File: config.mk
export PLATFORM = sky130hd
export DESIGN_NAME = func_gen_coef_loader
export DESIGN_NICKNAME = d
export VERILOG_FILES = /design/src/rtl/func_gen_pkg.sv /design/src/rtl/func_gen_byte_packer.sv /design/src/rtl/func_gen_coef_loader.sv
export SDC_FILE = /design/constraint.sdc
export NUM_CORES = 1
export LEC_CHECK = 0
export ABC_CLOCK_PERIOD_IN_PS = 2700
export CAP_MARGIN = 15
export CORE_UTILIZATION = 55
export CTS_CLUSTER_DIAMETER = 150
export CTS_CLUSTER_SIZE = 24
export DETAILED_ROUTE_END_ITERATION = 10
export GPL_ROUTABILITY_DRIVEN = 0
export HOLD_SLACK_MARGIN = 0.15
export PLACE_DENSITY = 0.87
export SETUP_SLACK_MARGIN = 0.2
export SLEW_MARGIN = 20
export SYNTH_ARGS = -nofsm -noshare
export SYNTH_HDL_FRONTEND = slang
export SYNTH_SLANG_ARGS = --single-unit
File: constraint.sdc
create_clock -name clk -period 2.7 [get_ports clk]
set_clock_uncertainty 0.15 [all_clocks]
set_input_delay 0.81 -clock clk [delete_from_list [all_inputs] [get_ports clk]]
set_output_delay 0.81 -clock clk [all_outputs]
set_load 0.02 [all_outputs]
File: src/rtl/func_gen_pkg.sv
// -----------------------------------------------------------------------------
// func_gen_pkg
// Shared types and constants for the function-generator coefficient loader.
//   wave_type_t    : waveform selection driven to the amplitude controller
//   loader_state_t : coefficient loader FSM states
//   NUM_COEF_WORDS : 32-bit coefficient words per frame (cos0, cos1, sin0, sin1)
//   COEF_BYTES     : payload bytes per frame
//   is_preset()    : true when a wave request names one of the built-in presets
// -----------------------------------------------------------------------------
package func_gen_pkg;

  localparam int NUM_COEF_WORDS = 4;
  localparam int COEF_BYTES     = 16;

  typedef enum logic [2:0] {
    SINE     = 3'd0,
    SQUARE   = 3'd1,
    SAW      = 3'd2,
    TRIANGLE = 3'd3,
    CUSTOM   = 3'd4
  } wave_type_t;

  typedef enum logic [2:0] {
    IDLE   = 3'd0,
    LOAD   = 3'd1,
    CHECK  = 3'd2,
    PEND   = 3'd3,
    COMMIT = 3'd4
  } loader_state_t;

  function automatic logic is_preset(input logic [2:0] req);
    return (req <= 3'd3);
  endfunction

endpackage

File: src/rtl/func_gen_byte_packer.sv
// -----------------------------------------------------------------------------
// func_gen_byte_packer
// Shadow storage for an incoming coefficient frame. Byte slot k (0-based,
// arrival order) lands in word k/4 at bit position [31-8*(k%4) -: 8], so the
// first byte of each word is its most significant byte.
// Ports:
//   clk, rst_n : clock, asynchronous active-low reset (clears the shadow)
//   clear      : synchronous clear of every shadow byte (new/restarted frame)
//   wr_en      : write wr_byte into slot wr_idx
//   wr_idx     : byte slot 0 .. 4*NUM_WORDS-1
//   wr_byte    : byte value
//   words      : NUM_WORDS x 32-bit shadow words
// -----------------------------------------------------------------------------
module func_gen_byte_packer #(
  parameter int NUM_WORDS = 4,
  parameter int IDX_W     = $clog2(4 * NUM_WORDS + 1)
) (
  input  logic             clk,
  input  logic             rst_n,
  input  logic             clear,
  input  logic             wr_en,
  input  logic [IDX_W-1:0] wr_idx,
  input  logic [7:0]       wr_byte,
  output logic [31:0]      words [NUM_WORDS]
);

  localparam int FRAME_BYTES = 4 * NUM_WORDS;

  logic [7:0] bytes_reg [FRAME_BYTES];

  always_ff @(posedge clk or negedge rst_n) begin
    if (!rst_n) begin
      for (int i = 0; i < FRAME_BYTES; i++) bytes_reg[i] <= '0;
    end else if (clear) begin
      for (int i = 0; i < FRAME_BYTES; i++) bytes_reg[i] <= '0;
    end else if (wr_en) begin
      // Compare against each slot rather than indexing directly, so an
      // out-of-range index can never alias onto a real slot.
      for (int i = 0; i < FRAME_BYTES; i++) begin
        if (wr_idx == IDX_W'(i)) bytes_reg[i] <= wr_byte;
      end
    end
  end

  for (genvar gi = 0; gi < NUM_WORDS; gi++) begin : g_word
    assign words[gi] = {bytes_reg[4*gi], bytes_reg[4*gi+1],
                        bytes_reg[4*gi+2], bytes_reg[4*gi+3]};
  end

endmodule

File: src/rtl/func_gen_coef_loader.sv
// -----------------------------------------------------------------------------
// func_gen_coef_loader
// Loads a frame of 4*NUM_WORDS coefficient bytes (MSB-first) into a shadow
// buffer and commits it to input_bus at the next waveform period boundary,
// switching wave_type to CUSTOM. While idle, preset wave-type requests are
// latched and applied at the next period boundary.
// Optional feature: define FUNC_GEN_COEF_CHECKSUM_EN to require one trailing
// byte equal to the XOR of all frame bytes before the frame may commit.
// Ports:
//   clk, rst_n          : clock, asynchronous active-low reset
//   frame_start         : pulse, begins (or restarts) a coefficient frame
//   byte_in/byte_valid  : coefficient byte stream
//   byte_ready          : loader accepts a byte this cycle
//   wave_req/_valid     : preset wave-type request (0..3 valid)
//   phase_wrap          : pulse at the waveform period boundary
//   wave_type           : wave type to the amplitude controller
//   input_bus           : committed coefficient words
//   busy                : FSM not idle
//   commit_done         : pulse, coincides with updated input_bus/wave_type
//   error               : pulse on abort, timeout, bad request or bad checksum
// -----------------------------------------------------------------------------
module func_gen_coef_loader
  import func_gen_pkg::*;
#(
  parameter int TIMEOUT   = 1023,
  parameter int NUM_WORDS = NUM_COEF_WORDS
) (
  input  logic        clk,
  input  logic        rst_n,
  input  logic        frame_start,
  input  logic [7:0]  byte_in,
  input  logic        byte_valid,
  output logic        byte_ready,
  input  logic [2:0]  wave_req,
  input  logic        wave_req_valid,
  input  logic        phase_wrap,
  output logic [2:0]  wave_type,
  output logic [31:0] input_bus [NUM_WORDS],
  output logic        busy,
  output logic        commit_done,
  output logic        error
);

  localparam int FRAME_BYTES = 4 * NUM_WORDS;
  localparam int CNT_W       = $clog2(FRAME_BYTES + 1);
  localparam int TMO_W       = $clog2(TIMEOUT + 1);
  localparam logic [CNT_W-1:0] LAST_BYTE = CNT_W'(FRAME_BYTES - 1);
  localparam logic [TMO_W-1:0] TMO_LAST  = TMO_W'(TIMEOUT - 1);

  loader_state_t    state_reg, state_next;
  logic [CNT_W-1:0] byte_cnt_reg, byte_cnt_next;
  logic [TMO_W-1:0] tmo_cnt_reg, tmo_cnt_next;
  logic             pending_reg, pending_next;
  wave_type_t       preset_reg, preset_next;
  wave_type_t       wave_type_reg, wave_type_next;
  logic             commit_done_reg, commit_done_next;
  logic             error_reg, error_next;
  logic             run_reg;
`ifdef FUNC_GEN_COEF_CHECKSUM_EN
  logic [7:0]       xor_reg, xor_next;
`endif

  logic             clear_frame;
  logic             shadow_wr;
  logic             commit_load;
  logic             restart;
  logic             new_preset;
  logic [31:0]      shadow [NUM_WORDS];

  // Reset release is retimed by one flop: the first edge after release only
  // arms the logic, so frame_start is first acted on at the second edge.
  always_ff @(posedge clk or negedge rst_n) begin
    if (!rst_n) run_reg <= 1'b0;
    else        run_reg <= 1'b1;
  end

  always_ff @(posedge clk or negedge rst_n) begin
    if (!rst_n) begin
      state_reg       <= IDLE;
      byte_cnt_reg    <= '0;
      tmo_cnt_reg     <= '0;
      pending_reg     <= 1'b0;
      preset_reg      <= SINE;
      wave_type_reg   <= SINE;
      commit_done_reg <= 1'b0;
      error_reg       <= 1'b0;
`ifdef FUNC_GEN_COEF_CHECKSUM_EN
      xor_reg         <= '0;
`endif
    end else begin
      state_reg       <= state_next;
      byte_cnt_reg    <= byte_cnt_next;
      tmo_cnt_reg     <= tmo_cnt_next;
      pending_reg     <= pending_next;
      preset_reg      <= preset_next;
      wave_type_reg   <= wave_type_next;
      commit_done_reg <= commit_done_next;
      error_reg       <= error_next;
`ifdef FUNC_GEN_COEF_CHECKSUM_EN
      xor_reg         <= xor_next;
`endif
    end
  end

  assign restart    = run_reg && frame_start &&
                      (state_reg == LOAD || state_reg == CHECK || state_reg == PEND);
  assign new_preset = wave_req_valid && is_preset(wave_req);

  always_comb begin
    state_next       = state_reg;
    byte_cnt_next    = byte_cnt_reg;
    tmo_cnt_next     = tmo_cnt_reg;
    pending_next     = pending_reg;
    preset_next      = preset_reg;
    wave_type_next   = wave_type_reg;
    commit_done_next = 1'b0;
    error_next       = 1'b0;
    clear_frame      = 1'b0;
    shadow_wr        = 1'b0;
    commit_load      = 1'b0;
`ifdef FUNC_GEN_COEF_CHECKSUM_EN
    xor_next         = xor_reg;
`endif

    if (restart) begin
      error_next  = 1'b1;
      clear_frame = 1'b1;
      state_next  = LOAD;
    end else if (run_reg) begin
      case (state_reg)
        IDLE: begin
          if (wave_req_valid) begin
            if (new_preset) begin
              pending_next = 1'b1;
              preset_next  = wave_type_t'(wave_req);
            end else begin
              error_next = 1'b1;
            end
          end
          // A request latched this cycle overwrites the pending one and must
          // wait for a strictly later wrap.
          if (pending_reg && phase_wrap && !new_preset) begin
            wave_type_next   = preset_reg;
            commit_done_next = 1'b1;
            pending_next     = 1'b0;
          end
          if (frame_start) begin
            clear_frame = 1'b1;
            state_next  = LOAD;
          end
        end

        LOAD: begin
          if (byte_valid) begin
            shadow_wr     = 1'b1;
            byte_cnt_next = byte_cnt_reg + 1'b1;
            tmo_cnt_next  = '0;
`ifdef FUNC_GEN_COEF_CHECKSUM_EN
            xor_next      = xor_reg ^ byte_in;
            if (byte_cnt_reg == LAST_BYTE) state_next = CHECK;
`else
            if (byte_cnt_reg == LAST_BYTE) state_next = PEND;
`endif
          end else if (tmo_cnt_reg == TMO_LAST) begin
            error_next = 1'b1;
            state_next = IDLE;
          end else begin
            tmo_cnt_next = tmo_cnt_reg + 1'b1;
          end
        end

`ifdef FUNC_GEN_COEF_CHECKSUM_EN
        CHECK: begin
          if (byte_valid) begin
            tmo_cnt_next = '0;
            if (byte_in == xor_reg) begin
              state_next = PEND;
            end else begin
              error_next = 1'b1;
              state_next = IDLE;
            end
          end else if (tmo_cnt_reg == TMO_LAST) begin
            error_next = 1'b1;
            state_next = IDLE;
          end else begin
            tmo_cnt_next = tmo_cnt_reg + 1'b1;
          end
        end
`endif

        PEND: begin
          if (phase_wrap) state_next = COMMIT;
        end

        COMMIT: begin
          commit_load      = 1'b1;
          wave_type_next   = CUSTOM;
          commit_done_next = 1'b1;
          pending_next     = 1'b0;
          state_next       = IDLE;
        end

        default: state_next = IDLE;
      endcase
    end

    if (clear_frame) begin
      byte_cnt_next = '0;
      tmo_cnt_next  = '0;
`ifdef FUNC_GEN_COEF_CHECKSUM_EN
      xor_next      = '0;
`endif
    end
  end

  func_gen_byte_packer #(
    .NUM_WORDS (NUM_WORDS),
    .IDX_W     (CNT_W)
  ) u_packer (
    .clk     (clk),
    .rst_n   (rst_n),
    .clear   (clear_frame),
    .wr_en   (shadow_wr),
    .wr_idx  (byte_cnt_reg),
    .wr_byte (byte_in),
    .words   (shadow)
  );

  for (genvar gi = 0; gi < NUM_WORDS; gi++) begin : g_bus
    always_ff @(posedge clk or negedge rst_n) begin
      if (!rst_n)           input_bus[gi] <= '0;
      else if (commit_load) input_bus[gi] <= shadow[gi];
    end
  end

  assign wave_type   = wave_type_reg;
  assign busy        = (state_reg != IDLE);
  assign byte_ready  = (state_reg == LOAD) || (state_reg == CHECK);
  assign commit_done = commit_done_reg;
  assign error       = error_reg;

endmodule
==> Word-level counts from Yosys, hierarchy flattened <==
Index checks and enable logic that the tools add are counted.
{ "word_totals": {"in_bits": 17, "elab_cells": 182, "out_inout_bits": 135, "latchBits": 0, "ff_bits": 284, "mem_bits_rw": 0, "mem_count": 0, "romBits": 0} }
{ "classes": {"n_eq_ne": 29, "muxes": 65, "mul": 0, "n_shift": 0, "n_div": 0, "n_reduce_logical": 55, "add_sub_neg": 2, "magnitude_cmp": 1, "bitwise_logic": 1} }
{ "ops": {"columns": ["operator", "count"], "rows": [
  ["two-way mux 128 bit", 2],
  ["two-way mux 8 bit", 16],
  ["two-way mux 10 bit", 6],
  ["nonzero test 2 bit", 22],
  ["equality test 5 x 4 -> 1 bit, second input constant", 8],
  ["AND reduction 2 bit", 16],
  ["two-way mux 5 bit", 5],
  ["two-way mux 3 bit", 8],
  ["two-way mux 1 bit", 23],
  ["equality test 5 x 3 -> 1 bit, second input constant", 4],
  ["inequality test 3 bit, second input constant", 5],
  ["AND reduction 5 bit", 3],
  ["AND reduction 4 bit", 3],
  ["adder 10 x 1 -> 10 bit, second input constant", 1],
  ["equality test 10 bit, second input constant", 1],
  ["equality test 5 x 2 -> 1 bit, second input constant", 2],
  ["case mux 3 bit (3 select lines)", 1],
  ["inequality test 4 x 3 -> 1 bit, second input constant", 2],
  ["equality test 3 x 2 -> 1 bit, second input constant", 2],
  ["case mux 1 bit (2 select lines)", 3],
  ["case mux 3 bit (2 select lines)", 1],
  ["adder 5 x 1 -> 5 bit, second input constant", 1],
  ["equality test 5 x 1 -> 1 bit, second input constant", 1],
  ["logical AND 1 bit", 5],
  ["10 further kinds", 12]
]} }

==> Depth between registers and ports, before layout <==
Gate-level depths: netlist (run 1).
{ "logic_depth": {"ltp_word": 8, "depth_mapped": 7, "mapped_depth_nobuf": 7} }

==> Hierarchy <==
A second synthesis (run 1) with hierarchy kept.
{ "unflattened": {"hier_cells": 897, "hier_area_um2": 12189.2} }
{ "modules_own_cells": {"columns": ["module", "cells_per_inst", "seq_area_each_um2", "n_inst", "area_each_um2"], "rows": [
  ["func_gen_coef_loader", 442, 3903.7, 1, 6475.0],
  ["func_gen_byte_packer", 455, 3203.1, 1, 5714.2]
]} }

==> Worst setup path after synthesis (run 1) <==
No wires, ideal clock.
{ "synth_path": {"path_kind": "flip-flop to flip-flop", "from": "register byte_cnt_reg[0]", "to": "register state_reg[0]", "stages_incl_launch_ff": 8, "setup_ps": 86, "path_slack_ps": 549, "period_less_slack_ps": 2151, "t_arrival_ps": 1915, "path_cell_list": "dfrtp_1 > ha_1 > and3_1 > ha_1 > or3b_2 > a21oi_1 > o31ai_1 > a32oi_1"} }
{ "synth_between": {"elab_chain_len": 3} }
{ "synth_lines": {"columns": ["element", "line_no", "text"], "rows": [
  ["start, declared", "func_gen_coef_loader.sv:51", "logic [CNT_W-1:0] byte_cnt_reg, byte_cnt_next;"],
  ["start signal, assigned", "func_gen_coef_loader.sv:92", "byte_cnt_reg <= byte_cnt_next;"],
  ["equality test 5 x 4 -> 1 bit", "func_gen_coef_loader.sv:162", "if (byte_cnt_reg == LAST_BYTE) state_next = PEND;"],
  ["inequality test 4 x 3 -> 1 bit (no line)", null, null],
  ["AND reduction 5 bit (no line)", null, null],
  ["end signal, assigned", "func_gen_coef_loader.sv:91", "state_reg <= state_next;"],
  ["end, declared", "func_gen_coef_loader.sv:50", "loader_state_t state_reg, state_next;"]
]} }
Every way passes these cells.
A chain may end at the register's enable or synchronous reset.

==> Final worst setup path (run 1) <==
{ "layout_path": {"from": "register input_bus[37] in the netlist's numbering", "to": "output port input_bus[37] in the netlist's numbering"} }
{ "layout_rtl": {"columns": ["element", "line_no", "text"], "rows": [
  ["start, declared", "func_gen_coef_loader.sv:38", "output logic [31:0] input_bus [NUM_WORDS],"],
  ["start signal, assigned by index", "func_gen_coef_loader.sv:232", "else if (commit_load) input_bus[gi] <= shadow[gi];"]
]} }
No word-level cell between the ends.

==> results of run 1 <==
-- logic make-up after synthesis --
family / Yosys count / share of synthesized area
and+or+nand+nor: 220 / 0.103
other: 1 / 0.000318
AOI/OAI and AO/OA: 39 / 0.0224
buffers and inverters: 60 / 0.0257
DFF: 284 / 0.602
muxes: 262 / 0.236
xor gates and xnor gates: 4 / 0.00297
adders and majority gates: 7 / 0.00742
-- Yosys cell counts, types with 2 or more instances --
library cell  count
nor3_1            3
a32oi_1           2
nand2b_1          4
buf_4            14
a31oi_1           5
xnor2_1           3
mux2i_1         131
a21boi_1          2
nand3_1          11
buf_6             2
mux2_2          131
o31ai_1           8
and3_1            4
o21ai_0           7
clkbuf_1         24
buf_1             3
nand4_1           6
and4_4            2
nand2_1          16
nand3_4          15
nor2_1          137
o21a_1            2
buf_2             8
or4_1             4
ha_1              7
dfrtp_1         284
inv_1             9
and4bb_2          2
nor2b_1           4
a21oi_1           5
-- layout by cell type, fill, tap and decap left out, types with 2 or more instances in the layout --
cell type	netlist	routed
a21boi_1	2	2
inv_1	9	9
o21ai_0	7	7
nand2_1	16	16
or4_1	4	4
buf_12	0	9
a21oi_1	5	5
and4_4	2	2
o31ai_1	8	8
dlymetal6s2s_1	0	13
nor3_1	3	3
clkbuf_16	0	15
nand4_1	6	6
a31oi_1	5	5
nand3_4	15	15
ha_1	7	7
and3_1	4	3
o21a_1	2	2
nand2b_1	4	4
dfrtp_1	284	283
nand3_1	11	11
clkdlybuf4s50_1	0	135
nor2_1	137	137
mux2_2	131	131
mux2i_1	131	131
a32oi_1	2	2
nor2b_1	4	4
and4bb_2	2	3
buf_4	14	23
xnor2_1	3	3
-- worst register-to-register path, cell delays in order, from the launching register on --
cell	delay, ns
dfrtp_1	0.42
ha_1	0.36
and3_1	0.25
ha_1	0.20
or3b_2	0.44
a21oi_1	0.15
o31ai_1	0.07
a32oi_1	0.21
-- worst max-delay path by stage --
stage               startpoint            endpoint  slack [ns]  cells past startpoint
6_report         input_bus[37]       input_bus[37]        0.23                      1
5_1_grt          input_bus[91]       input_bus[91]        0.20                      1
4_1_cts           state_reg[0]          byte_ready        0.19                      3
3_5_place_dp        byte_valid  u_packer.words[33]       -0.08                      5
3_3_place_gp        byte_valid  u_packer.words[95]       0.008                      5
2_1_floorplan  byte_cnt_reg[0]        state_reg[0]        0.55                      7
-- final cells by class --
type / count / area [sq um] / share of cell area
Clock buffer: 15 / 375 / 0.0264
Clock inverter: 1 / 30.0 / 0.00211
Inverter: 9 / 33.8 / 0.00238
Multi-Input combinational cell: 533 / 4400 / 0.310
Sequential cell: 284 / 7110 / 0.501
Tap cell: 275 / 344 / 0.0242
Timing Repair Buffer: 184 / 1910 / 0.134
-- power by group --
| part | switching, uW | leakage, uW | internal, uW |
|---|---|---|---|
| Combinational | 436 | 0.00360 | 242 |
| Clock | 1260 | 0.000199 | 1100 |
| Sequential | 77.7 | 0.00394 | 4360 |
| Total | 1770 | 0.00774 | 5700 |
-- repair_timing --
item                                   4_1_cts  5_1_grt
hold buffers                                 1        0
gates resized for setup                      3       15
setup endpoints to repair                    2       14
endpoints found under the hold margin       41        0
-- routing by layer --
metal | part of all wire | GRT usage | up-vias
met5 | 0 | 0 | -
met4 | 0.016 | 0.0515 | 0
met3 | 0.046 | 0.0276 | 34
met2 | 0.47 | 0.379 | 217
met1 | 0.46 | 0.347 | 3768
li1 | - | - | 3323
-- metrics by stage --
step	hold slack, ns	utilization
floorplan	0.294	-
CTS	0.342	0.674
global placement	0.313	0.654
finish	0.342	0.675
detailed placement	0.320	0.654
global route	0.369	0.675
==> results.md, run 1 <==
* Outcome: complete, no violations
* First-pass GRT wire length at 41000 um
* EDFF count, synth at 0
* Die Ht at 148 um
* Vias in the first global route at 7434
* Share of the cycle needed by the critical path after routing at 0.915
* CP Cell Sequence: clkdlybuf4s50_1
* CTS tree: yes
* Setup repair after global routing missed its margin: no
* Critical R2R Launch: byte_cnt_reg[0]
* Via/cell ratio at 5.64
* Synthesized area per cell at 13.5 sq um
* Synth area leaders: dfrtp_1, mux2_2, mux2i_1
* DIE AREA at 0.0221 sq mm
* Setup violations, final at 0
* CTS max path bufs at 3
* Placed wire-length estimate at 16300 um
* Clock Latency Late Sink at 0.48 ns
* Main flop type after synthesis: dfrtp_1
* Mapped cell area at 0.0118 sq mm
* Peak supply drop at 0.331 mV
* Leakage Power at 0.00774 uW
* Worst-path fanout max at 2
* Asr flop ratio synth at 1.00
* Maxcap violations at 0
* Reg2reg end: state_reg[0]
* Yosys warnings at 0
* Hold Path Sink: preset_reg[2]
* IO Pins at 152
* Setup_tns at 0 ns
* Hold Crit Depth at 1
* Number of synthesized register bits at 284
* Max Clk Rate at 0.405 GHz
* Placement Setup Slack at -0.0753 ns
* Reg2Reg Setup Slack at 0.36 ns
* Reg2Reg Depth at 7
* CP arrival at 1.51 ns
* Critical path's largest stage delay at 0.62 ns
* Synth-to-layout area growth at 20.3%
* Area of placed instances at 0.0138 sq mm
* Cell taking the most area after synthesis: dfrtp_1
* Initial core utilization at 0.562
* Hold Fails Final Rpt at 0
* 1st-iter DRT viols at 447
* Setup bufs post-CTS at 0
* Drt drc at 0
* # H-tree levels at 1
* Routed Antenna Nets at 0
* Input/output buffers at 151
* Syn Inst Count at 877
* CP Class: register to primary output
* Worst setup margin at 0.229 ns
* Gr ovfl total at 0
* CTS sink count at 284
* Rows at 53
* Filler cell count at 1461
* Root buf cell: clkbuf_16
* Antenna violations before repair at 0
* Final WL at 25200 um
* GRT Total Usage at 0.236
* Largest net degree at the start of global routing at 63
* Least-Margin Pin Slew at 0.535 ns
* HP Start: preset_reg[2]
* Syn nets at 901
* Inserted Clock Buffers at 15
* Worst path required time at 1.74 ns
* CP Launch Type: register
* CP bufs+invs at 1
* Power per cell area at 526 mW/mm^2
* Core Box Area at 0.0210 sq mm
* Slew Limit Fails at 0
* Final net count at 1051
* Overall Power at 7470 uW
* Antenna Cells at 0
* DP Cell Count at 1284
* Share of the synthesized area in the top cell type at 0.602
* Slew HR at 0.643
* Vias at 7342
* Crit end category: primary output
* First-pass DRT Iterations at 4
* HP Class: register to register
* Seq/Total Area, Yosys at 0.602
* Top Family by Delay on Critical Path: buffers and inverters
* Finished Layout Cells at 1301
* Finished Cell Area at 0.0142 sq mm
* Reg clk slew, reported paths at 0.09 ns
* Routed len/inst at 19.4 um
* Synth cell types at 52
* CP max-delay cell: clkdlybuf4s50_1
* Die X at 148 um
* Crit path time final at 2.47 ns
* Share of post-route cells with drive strength above 1 at 0.204
(Power assumes the default switching activity.)
==> run 2, diff against run 1 <==
--- a/config.mk
+++ b/config.mk
@@ -14,7 +14,7 @@
 export GPL_ROUTABILITY_DRIVEN = 0
 export HOLD_SLACK_MARGIN = 0.15
 export PLACE_DENSITY = 0.87
-export SETUP_SLACK_MARGIN = 0.2
+export SETUP_SLACK_MARGIN = 0.3
 export SLEW_MARGIN = 20
 export SYNTH_ARGS = -nofsm -noshare
 export SYNTH_HDL_FRONTEND = slang
==> results.md, run 2 (synthesis results as in run 1) <==
* Setup violations, final at 0 (unchanged)
* Die Ht at 148 um (unchanged)
* CP Class: register to primary output
* Max Clk Rate at 0.434 GHz (+7.1%)
* Final WL at 25100 um (-0.25%)
* GRT Total Usage at 0.236 (about the same)
* Smallest hold slack at 0.343 ns (+0.000429 ns)
* Final net count at 1052 (+0.095%)
* Peak supply drop at 0.334 mV (+0.62%)
* Reg clk slew, reported paths at 0.10 ns (about the same)
* Input/output buffers at 151 (unchanged)
* Crit path time final at 2.31 ns (-0.165 ns)
* Via/cell ratio at 5.65 (about the same)
* Worst setup margin at 0.394 ns (+0.165 ns)
* First-pass GRT wire length at 41000 um (about the same)
* Maxcap violations at 0 (unchanged)
* Crit end category: primary output
* Core Box Area at 0.0210 sq mm (unchanged)
* Setup repair after global routing missed its margin: no
* # H-tree levels at 1 (unchanged)
* First-pass DRT Iterations at 4 (unchanged)
* Share of post-route cells with drive strength above 1 at 0.207 (+0.00370)
* Most frequent cells in the layout: dfrtp_1, nor2_1, mux2_2, mux2i_1, dlygate4sd2_1
* CTS max path bufs at 3 (unchanged)
* CP arrival at 1.35 ns (-0.16 ns)
* Outcome: complete, no violations
* CTS sink count at 284 (unchanged)
* Largest net degree at the start of global routing at 63 (unchanged)
* Placed wire-length estimate at 16300 um (unchanged)
* Vias in the first global route at 7428 (-0.081%)
* Routed Antenna Nets at 0 (unchanged)
* Inserted Clock Buffers at 15 (unchanged)
* HP Class: register to register
* Clock Latency Late Sink at 0.48 ns (about the same)
* Hold Fails Final Rpt at 0 (unchanged)
* Worst path required time at 1.74 ns (about the same)
* Antenna Cells at 0 (unchanged)
* Gr ovfl total at 0 (unchanged)
* Least-Margin Pin Slew at 0.537 ns (+0.00149 ns)
* 1st-iter DRT viols at 511 (+14%)
* Overall Power at 7470 uW (about the same)
* Initial core utilization at 0.562 (unchanged)
* Leakage Power at 0.00819 uW (+5.8%)
* Routed len/inst at 19.3 um (-0.33%)
* Slew Limit Fails at 0 (unchanged)
* Most common cell after layout, fill and taps aside: dfrtp_1
* CP Launch Type: register
* Synth-to-layout area growth at 18.8%
* Antenna violations before repair at 0 (unchanged)
* Area of placed instances at 0.0138 sq mm (unchanged)
* Rows at 53 (unchanged)
* Drt drc at 0 (unchanged)
* Root buf cell: clkbuf_16
* Slew HR at 0.642 (-0.000994)
* Vias at 7350 (+0.11%)
* CTS tree: yes
* DIE AREA at 0.0221 sq mm (unchanged)
* Worst-path fanout max at 3 (+1)
* Finished Cell Area at 0.0140 sq mm (-1.3%)
* Setup_tns at 0 ns (unchanged)
* Power per cell area at 532 mW/mm^2 (+1.2%)
* IO Pins at 152 (unchanged)
* Die X at 148 um (unchanged)
* Share of the cycle needed by the critical path after routing at 0.854 (-0.0609)
* Placement Setup Slack at -0.0753 ns (unchanged)
-- run 2: changes by cell type in the layout (fill, tap and decap cells not counted), sizes merged --
cell,change
dlygate4sd2,+128
dlymetal6s2s,-9
clkdlybuf4s50,-120
clkbuf,+1
buf,+1
-- run 2: critical path: stages, from the launching register on --
cell and delay (ns):
dfrtp_2 0.45, xnor2_1 0.13, nor2_1 0.11, clkbuf_2 0.18
-- run 2: cell type report --
type	count	area, sq um
Sequential cell	284	7110
Clock buffer	15	375
Inverter	9	33.8
Timing Repair Buffer	185	1730
Multi-Input combinational cell	533	4410
Fill cell	1545	7000
Clock inverter	1	30.0
Tap cell	275	344
-- run 2: routing by layer --
metal  vias to the layer above  global-route usage  part of all wire
met5                         -                   0                 0
li1                       3323                   -                 -
met3                        34              0.0267             0.046
met1                      3781               0.348              0.46
met4                         0              0.0515             0.016
met2                       212               0.378              0.48
-- run 2: power breakdown --
group          leakage (uW)  switching, uW  internal, uW  total [uW]
Combinational       0.00405            439           236         674
Sequential          0.00394           75.5          4360        4430
Clock              0.000199           1260          1100        2360
Total               0.00819           1770          5690        7470
-- run 2: path summary, 6_finish.rpt --
path	startpoint	endpoint	slack (ns)	cells past startpoint
setup reg to reg	state_reg[2]	u_packer.words[33]	0.48	6
hold reg to reg	preset_reg[2]	preset_reg[2]	0.34	1
max in group asynchronous	rst_n	u_packer.words[42]	1.02	3
min in group asynchronous	rst_n	input_bus[114]	0.66	2
setup / recovery	state_reg[0]	byte_ready	0.39	3
hold / removal	preset_reg[2]	preset_reg[2]	0.34	1
-- run 2: repair_timing --
action / CTS / global route
setup buffers: 1 / 0
hold buffers: 1 / 0
resized for setup: 134 / 8
hold endpoints to repair: 41 / 0
endpoints found under the setup margin: 131 / 7
pin swaps: 0 / 0
-- run 2: through the flow --
| step | cells | util |
|---|---|---|
| floorplan | 877 | - |
| global placement | 1284 | 0.654 |
| detailed placement | 1284 | 0.654 |
| CTS | 1302 | 0.667 |
| global route | 1302 | 0.667 |
| finish | 1302 | 0.667 |
==> run 3, diff against run 2 <==
--- a/config.mk
+++ b/config.mk
@@ -12,6 +12,7 @@
 export CTS_CLUSTER_SIZE = 24
 export DETAILED_ROUTE_END_ITERATION = 10
 export GPL_ROUTABILITY_DRIVEN = 0
+export GPL_TIMING_DRIVEN = 0
 export HOLD_SLACK_MARGIN = 0.15
 export PLACE_DENSITY = 0.87
 export SETUP_SLACK_MARGIN = 0.3
==> results.md, run 3 (synthesis results as in run 1) <==
* Outcome: complete, no violations
* Vias at 7497 (+2.0%)
* Root buf cell: clkbuf_16
* First-pass DRT Iterations at 5 (+1)
* Largest net degree at the start of global routing at 104 (+65%)
* IO Pins at 152 (unchanged)
* Leakage Power at 0.00820 uW (+0.12%)
* Antenna violations before repair at 0 (unchanged)
* Die X at 148 um (unchanged)
* Die Ht at 148 um (unchanged)
* Worst path required time at 1.74 ns (about the same)
* Filler cell count at 1533 (-0.78%)
* Via/cell ratio at 5.66 (+0.23%)
* Input/output buffers at 151 (unchanged)
* Overall Power at 7490 uW (+0.26%)
* Slew Limit Fails at 0 (unchanged)
* Routed Antenna Nets at 0 (unchanged)
* Hold Fails Final Rpt at 0 (unchanged)
* Maxcap violations at 0 (unchanged)
* First-pass GRT wire length at 42600 um (+4.0%)
* Max Clk Rate at 0.403 GHz (-7.0%)
* CP arrival at 1.52 ns (+0.17 ns)
* Synth-to-layout area growth at 18.8% (about the same)
* Least-Margin Pin Slew at 0.985 ns (+0.448 ns)
* Most common cell after layout, fill and taps aside: dfrtp_1
* Clock Latency Late Sink at 0.50 ns (+0.02 ns)
* HP Class: input pin to async pin
* Drt drc at 0 (unchanged)
* Vias in the first global route at 7729 (+4.1%)
* Final net count at 1074 (+2.1%)
* Inserted Clock Buffers at 15 (unchanged)
* Power per cell area at 534 mW/mm^2 (+0.22%)
* CTS sink count at 284 (unchanged)
* Core Box Area at 0.0210 sq mm (unchanged)
* CTS tree: yes
* # H-tree levels at 1 (unchanged)
* Setup_tns at 0 ns (unchanged)
* CTS max path bufs at 3 (unchanged)
* CP Cell Sequence: clkbuf_4, inv_2, nand2_1, clkdlybuf4s15_2
* Routed len/inst at 19.8 um (+2.4%)
* Final WL at 26200 um (+4.2%)
* Share of the cycle needed by the critical path after routing at 0.919 (+0.0644)
* Top Family by Delay on Critical Path: buffers and inverters
* CP Class: register to primary output
* Setup violations, final at 0 (unchanged)
* Share of post-route cells with drive strength above 1 at 0.205 (-0.00264)
* Critical path's largest stage delay at 0.42 ns (-0.03 ns)
* Slew HR at 0.343 (-0.299)
* Peak supply drop at 0.464 mV (+39%)
* Gr ovfl total at 0 (unchanged)
* CP Launch Type: register
* CP max-delay cell: dfrtp_1
* CP bufs+invs at 3 (+2)
* Rows at 53 (unchanged)
* Worst-path fanout max at 10 (+7)
* Initial core utilization at 0.562 (unchanged)
* Crit end category: primary output
* Placed wire-length estimate at 17600 um (+8.1%)
* Crit path time final at 2.48 ns (+0.174 ns)
* Antenna Cells at 0 (unchanged)
* DIE AREA at 0.0221 sq mm (unchanged)
* Reg clk slew, reported paths at 0.09 ns (about the same)
* GRT Total Usage at 0.248 (+0.0117)
* Most frequent cells in the layout: dfrtp_1, nor2_1, dlygate4sd2_1
* Setup repair after global routing missed its margin: yes
* 1st-iter DRT viols at 492 (-3.7%)
[run 3: changes by cell type in the layout (fill, tap and decap cells not counted), moves of 4 or more]
cell      before  now
buf_6          0    4
buf_12         9    0
buf_4         24   18
buf_2          0    6
clkbuf_2       2    7
clkbuf_1       0   18
[run 3: worst register-to-register path: cells and delay by family, from the launching register on]
family	cells	cell delay, ns
AND/OR/NAND/NOR	2	0.65
flip-flops	1	0.43
adder cells (fa/ha/maj)	2	0.48
AO/OA/AOI/OAI	3	0.48
[run 3: where the power goes]
| part | switching [uW] | total (uW) | internal, uW |
|---|---|---|---|
| logic | 435 | 656 | 221 |
| clock network | 1290 | 2400 | 1110 |
| registers | 75.7 | 4430 | 4360 |
| total | 1800 | 7490 | 5680 |
[run 3: per-layer routing]
layer  wire length (um)  part of all wire  track usage  vias up
met5                  0                 0            0        -
met4                496             0.019       0.0557        0
met3               1600             0.061       0.0423       35
met2              12600              0.48        0.403      227
met1              11500              0.44        0.349     3862
li1                   -                 -            -     3373
[run 3: path summary, 6_finish.rpt]
kind / start / end / slack (ns) / cells past startpoint
max in group asynchronous: rst_n / u_packer.words[70] / 1.33 / 2
min in group clk: preset_reg[2] / preset_reg[2] / 0.34 / 1
hold reg to reg: preset_reg[2] / preset_reg[2] / 0.34 / 1
setup reg to reg: byte_cnt_reg[0] / state_reg[0] / 0.44 / 7
setup / recovery: state_reg[2] / busy / 0.22 / 4
hold / removal: rst_n / u_packer.words[114] / 0.15 / 1
[run 3: repair_timing]
item / in CTS / in global routing
pin swaps: 1 / 0
gates resized for setup: 150 / 10
setup endpoints to repair: 204 / 75
hold buffers: 0 / 0
gates cloned: 0 / 0
setup buffers: 1 / 2
[run 3: layout make-up]
cell class | instances | area [sq um] | area share
buffer | 51 | 298 | 0.0212
clock buffer | 15 | 375 | 0.0268
clock inverter | 2 | 38.8 | 0.00276
inverter | 9 | 33.8 | 0.00241
multi-input combinational | 533 | 4400 | 0.314
sequential | 284 | 7110 | 0.507
tap | 275 | 344 | 0.0245
timing repair buffer | 156 | 1430 | 0.102
[run 3: metrics by stage]
step | hold WS [ns] | setup slack, ns | std cells | util | instance area [sq um]
4_1_cts | 0.182 | 0.182 | 1323 | 0.666 | 14000
5_1_grt | 0.195 | 0.177 | 1325 | 0.667 | 14000
3_5_place_dp | 0.313 | -0.315 | 1305 | 0.653 | 13700
3_3_place_gp | 0.314 | -11.14 | 1303 | 0.650 | 13700
2_1_floorplan | 0.294 | 0.549 | 877 | - | 11800
6_report | 0.152 | 0.220 | 1325 | 0.667 | 14000
